--- config.mk ---
export PLATFORM = sky130hd
export DESIGN_NAME = wb_stage
export DESIGN_NICKNAME = d
export VERILOG_FILES = /design/src/rtl/wb_stage.sv
export SDC_FILE = /design/constraint.sdc
export NUM_CORES = 1
export LEC_CHECK = 0
export ABC_AREA = 1
export BUFFER_PORTS_ARGS = -buffer_cell sky130_fd_sc_hd__buf_2
export CORE_MARGIN = 1
export CORE_UTILIZATION = 50
export DETAILED_ROUTE_END_ITERATION = 10
export GPL_ROUTABILITY_DRIVEN = 0
export HOLD_SLACK_MARGIN = 0.08
export PLACE_DENSITY = 0.77
export SETUP_SLACK_MARGIN = 0.05
export SYNTH_ARGS = -nofsm -noshare
export SYNTH_HDL_FRONTEND = slang
export SYNTH_SLANG_ARGS = --single-unit
export TNS_END_PERCENT = 50
--- constraint.sdc ---
create_clock -name clk -period 6.7 [get_ports clk]
set_input_delay 0.67 -clock clk [delete_from_list [all_inputs] [get_ports clk]]
set_output_delay 0.67 -clock clk [all_outputs]
set_load 0.02 [all_outputs]
--- src/rtl/wb_stage.sv ---
// MEM/WB pipeline register and register-file writeback driver.
// Tracks HLT retirement (sticky halted) and counts retired instructions.
module wb_stage #(
    parameter int DATA_W = 16,
    parameter int CNT_W  = 16
) (
    input  logic              clk,
    input  logic              rst,
    input  logic              mem_valid,
    input  logic [3:0]        mem_rd,
    input  logic              mem_regwrite,
    input  logic [1:0]        mem_wbsel,
    input  logic [DATA_W-1:0] mem_alu_result,
    input  logic [DATA_W-1:0] mem_load_data,
    input  logic [DATA_W-1:0] mem_pc_plus2,
    input  logic              mem_halt,
    input  logic              stall,
    input  logic              flush,
    output logic [3:0]        DstReg,
    output logic              WriteReg,
    output logic [DATA_W-1:0] DstData,
    output logic              wb_valid,
    output logic              halted,
    output logic [CNT_W-1:0]  retire_count
);

    logic [3:0]        rdQ;
    logic              regWriteQ;
    logic [1:0]        wbSelQ;
    logic [DATA_W-1:0] aluQ;
    logic [DATA_W-1:0] loadQ;
    logic [DATA_W-1:0] pcQ;
    logic              haltQ;
    logic              validQ;
    logic              doneQ;
    logic              haltedQ;
    logic [CNT_W-1:0]  retireQ;

    // First (and only) cycle an instruction is live in WB.
    logic              firstCycle;
    logic              retireNow;

    assign firstCycle = validQ & ~doneQ;
    assign retireNow  = firstCycle & ~haltedQ;

    // Pipeline register: halted freezes, flush bubbles, stall holds.
    always_ff @(posedge clk or posedge rst) begin
        if (rst) begin
            rdQ       <= '0;
            regWriteQ <= 1'b0;
            wbSelQ    <= '0;
            aluQ      <= '0;
            loadQ     <= '0;
            pcQ       <= '0;
            haltQ     <= 1'b0;
            validQ    <= 1'b0;
            doneQ     <= 1'b0;
        end else if (haltedQ) begin
            validQ    <= validQ;
        end else if (flush) begin
            validQ    <= 1'b0;
            doneQ     <= 1'b0;
        end else if (stall) begin
            doneQ     <= validQ;
        end else begin
            rdQ       <= mem_rd;
            regWriteQ <= mem_regwrite;
            wbSelQ    <= mem_wbsel;
            aluQ      <= mem_alu_result;
            loadQ     <= mem_load_data;
            pcQ       <= mem_pc_plus2;
            haltQ     <= mem_halt;
            validQ    <= mem_valid;
            doneQ     <= 1'b0;
        end
    end

    // Sticky halt and retire counter, evaluated on the cycle just ending.
    always_ff @(posedge clk or posedge rst) begin
        if (rst) begin
            haltedQ <= 1'b0;
            retireQ <= '0;
        end else if (retireNow) begin
            retireQ <= retireQ + 1'b1;
            if (haltQ) begin
                haltedQ <= 1'b1;
            end
        end
    end

    // Writeback value select; the illegal encoding drives zero.
    always_comb begin
        DstData = '0;
        case (wbSelQ)
            2'b00:   DstData = aluQ;
            2'b01:   DstData = loadQ;
            2'b10:   DstData = pcQ;
            default: DstData = '0;
        endcase
    end

    assign DstReg       = rdQ;
    assign WriteReg     = retireNow & regWriteQ
                        & (rdQ != 4'd0) & (wbSelQ != 2'b11);
    assign wb_valid     = validQ;
    assign halted       = haltedQ;
    assign retire_count = retireQ;

endmodule

==> results_dict.tcl <==
set metrics [dict create \
    clockBufferDepth 2 \
    hpwl_mm 5.09 \
    p_leak_nw 2.28 \
    grt_max_degree 91 \
    switching_share_pct 38.4 \
    core_area_um2 6790 \
    cts_tree "done" \
    worst_slew_pin_slew_ns 1.12 \
    worst-path-buf-inv 1 \
    first_iter_violations 173 \
    grt_pass1_vias 2624 \
    hold_violations 0 \
    hold_depth 2 \
    crit_path_end_kind "primary output" \
    status "finished, final reports clean" \
    finalWorstSetupSlack_ns 3.95 \
    syn_nets 425 \
    crit_fanout 16 \
    dp_slack_ns 4.23 \
    synth_cells 363 \
    synth_top_cell_area_share_pct 53.6 \
    grt_pass1_wl_mm 11.8 \
    ys_seq_area_share_pct 53.6 \
    nFillCells 584 \
    avgRoutedWirePerCell_um 12.5 \
    cpMaxStageDelayCell "nor2_1" \
    cap_violations 0 \
    post-route-period-util_pct 41.0 \
    cts_max_level 3 \
    antenna_cells 0 \
    slowest_delay_ns 0.86 \
    portBuffers 99 \
    combPwrFrac_pct 41.2 \
    crit_family "simple AND/OR/NAND/NOR gates" \
    vias 2718 \
    avgSynthCellArea_um2 9.64 \
    nNetsFinal 523 \
    final_area_um2 4220 \
    synth_area_um2 3500 \
    cp.arrival_ns 2.08 \
    wl_mm 7.05 \
    hp-class "flop to flop" \
    peakVddDrop_mv 0.269 \
    r2r_cells 3 \
    crit_chain "nor2_1 > nand2_1 > o221ai_1 > buf_2" \
    start_util_pct 51.5 \
    cp.depth 4 \
    ys_ff_latch 75 \
    synth_top_area_cell "dfrtp_1" \
    ys.flop_type "dfrtp_1" \
    pwr-share-clk_pct 18.4 \
    hold_slack_ns 0.497 \
    routed_via_density 4.84 \
    power_density_nw_per_um2 437 \
    start_kind "flop" \
    finalSetupViolCount 0 \
    period_minus_slack_ns 2.75 \
    drcViolationCount 0 \
    worst_clock_skew_ns 0.00686 \
    async_flop_share_pct 100 \
    dieWidth_um 85.7 \
    reg2reg_slack_ns 4.87 \
    fp.dieArea_um2 7340 \
    cts_setup_buffers 0 \
    cts_resized 0 \
    cts_buffers 9 \
    grt_use_total_pct 20.5 \
    fmax_ghz 0.364 \
    dpl_cell_area_um2 4020 \
    maxSlewViolCount 0 \
    switchingPower_w 0.000708 \
    rsz0062_at_grt "false" \
    cp.required_ns 6.03 \
    antenna_found_initial 0 \
    io_pins 100 \
    seqPwrFrac_pct 40.4 \
    ys_top_cells_by_area "dfrtp_1, mux2_4, nand2_1" \
    synthDistinctLibCells 26 \
    yosys_warnings 0 \
    power.internal_w 0.00114 \
    clkSlewWorstSetupHoldPaths_ns 0.07 \
    yosys.cell_count.top_type "dfrtp_1" \
    rows 30 \
    setup_tns_ns 0 \
    clk-insertion-delay-late_ns 0.33 \
    total_power_w 0.00185 \
    synthTopCellsByCount "dfrtp_1, nand2_1, inv_1" \
    cts.sinks 75 \
    max_slew_margin_pct 25.0 \
    root_buffer "clkbuf_8" \
    criticalPathCategory "flop to primary output" \
    drive_gt1_share_pct 31.3 \
    antenna_left 0 \
    grt_overflow 0 \
    die_h_um 85.7 \
    firstDrtPassIters 6 \
    cts_hold_buf 0 \
    synth_edf_count 0 \
    area_delta_synth_final_pct 20.6 \
]
[layout make-up]
cell class	count	area (um2)	area share [%]
multi-input combinational	219	1310	31.0
clock inverter	6	65.1	1.54
clock buffer	10	138	3.26
sequential	75	1880	44.4
tap	96	120	2.84
inverter	56	210	4.98
timing repair buffer	100	503	11.9
[placed cells by master, fill, tap and decap left out]
| master | instances |
|---|---|
| nor2_1 | 51 |
| or2_1 | 1 |
| clkbuf_8 | 10 |
| nand2_1 | 59 |
| ha_1 | 1 |
| clkinv_2 | 1 |
| buf_2 | 99 |
| nand3_4 | 1 |
| buf_4 | 1 |
| inv_1 | 55 |
| nor2_2 | 1 |
| o211ai_2 | 1 |
| nand3_2 | 1 |
| xor2_1 | 3 |
| nand2_4 | 1 |
| o21ai_0 | 6 |
| mux2_4 | 19 |
| clkinvlp_4 | 4 |
| nand2_2 | 1 |
| nor2_4 | 1 |
| xnor2_1 | 4 |
| a21oi_1 | 36 |
| nand3_1 | 9 |
| inv_2 | 1 |
| dfrtp_1 | 75 |
| nand4_1 | 1 |
| o221ai_1 | 15 |
| nand3b_1 | 3 |
| a21o_1 | 1 |
| mux2_2 | 3 |
| bufinv_16 | 1 |
[final timing paths]
path | start | end
max reg2reg | halted | aluQ[0]
max in group asynchronous | rst | retire_count[3]
min | haltQ | halted
min in group asynchronous | rst | loadQ[7]
min reg2reg | haltQ | halted
max | wbSelQ[1] | DstData[0]
[kinds of logic after synthesis]
logic type / share of synthesized area [%]
multiplexers: 9.11
XOR/XNOR: 1.75
AO/OA/AOI/OAI: 10.3
buffers and inverters: 9.11
AND/OR/NAND/NOR: 15.7
adder cells (fa/ha/maj): 0.357
flip-flops: 53.6
[worst register-to-register path: cells and delay by family (launching register included)]
family	cells	cell delay [ns]
AND/OR/NAND/NOR	2	0.72
flip-flops	1	0.44
multiplexers	1	0.56
[registers in the layout (all words and copies together) (netlist names)]
signal and count:
wb_valid 1, aluQ 16, halted 1, pcQ 16, loadQ 16, doneQ 1, DstReg 4, regWriteQ 1
retire_count 16, wbSelQ 2, haltQ 1
[per-layer routing]
metal	vias up	global-route usage, %	wire length (um)
met1	1293	27.3	3200
met4	0	8.18	78
li1	1360	-	-
met2	59	33.5	3600
met5	-	0	0
met3	6	3.85	169
[metrics by stage]
step | utilization [%] | cells
floorplan | - | 363
global placement | 59.2 | 546
detailed placement | 59.2 | 546
CTS | 62.2 | 562
global route | 62.2 | 562
finish | 62.2 | 562
[power groups by stage]
stage	clock network, W	registers, W	logic (W)
3_3_place_gp	0	0.000749	0.000740
2_1_floorplan	0	0.000766	0.000538
3_5_place_dp	0	0.000755	0.000764
6_report	0.000340	0.000746	0.000759
5_1_grt	0.000378	0.000770	0.000836
4_1_cts	0.000354	0.000747	0.000767
Power figures use the tool's default switching activity.
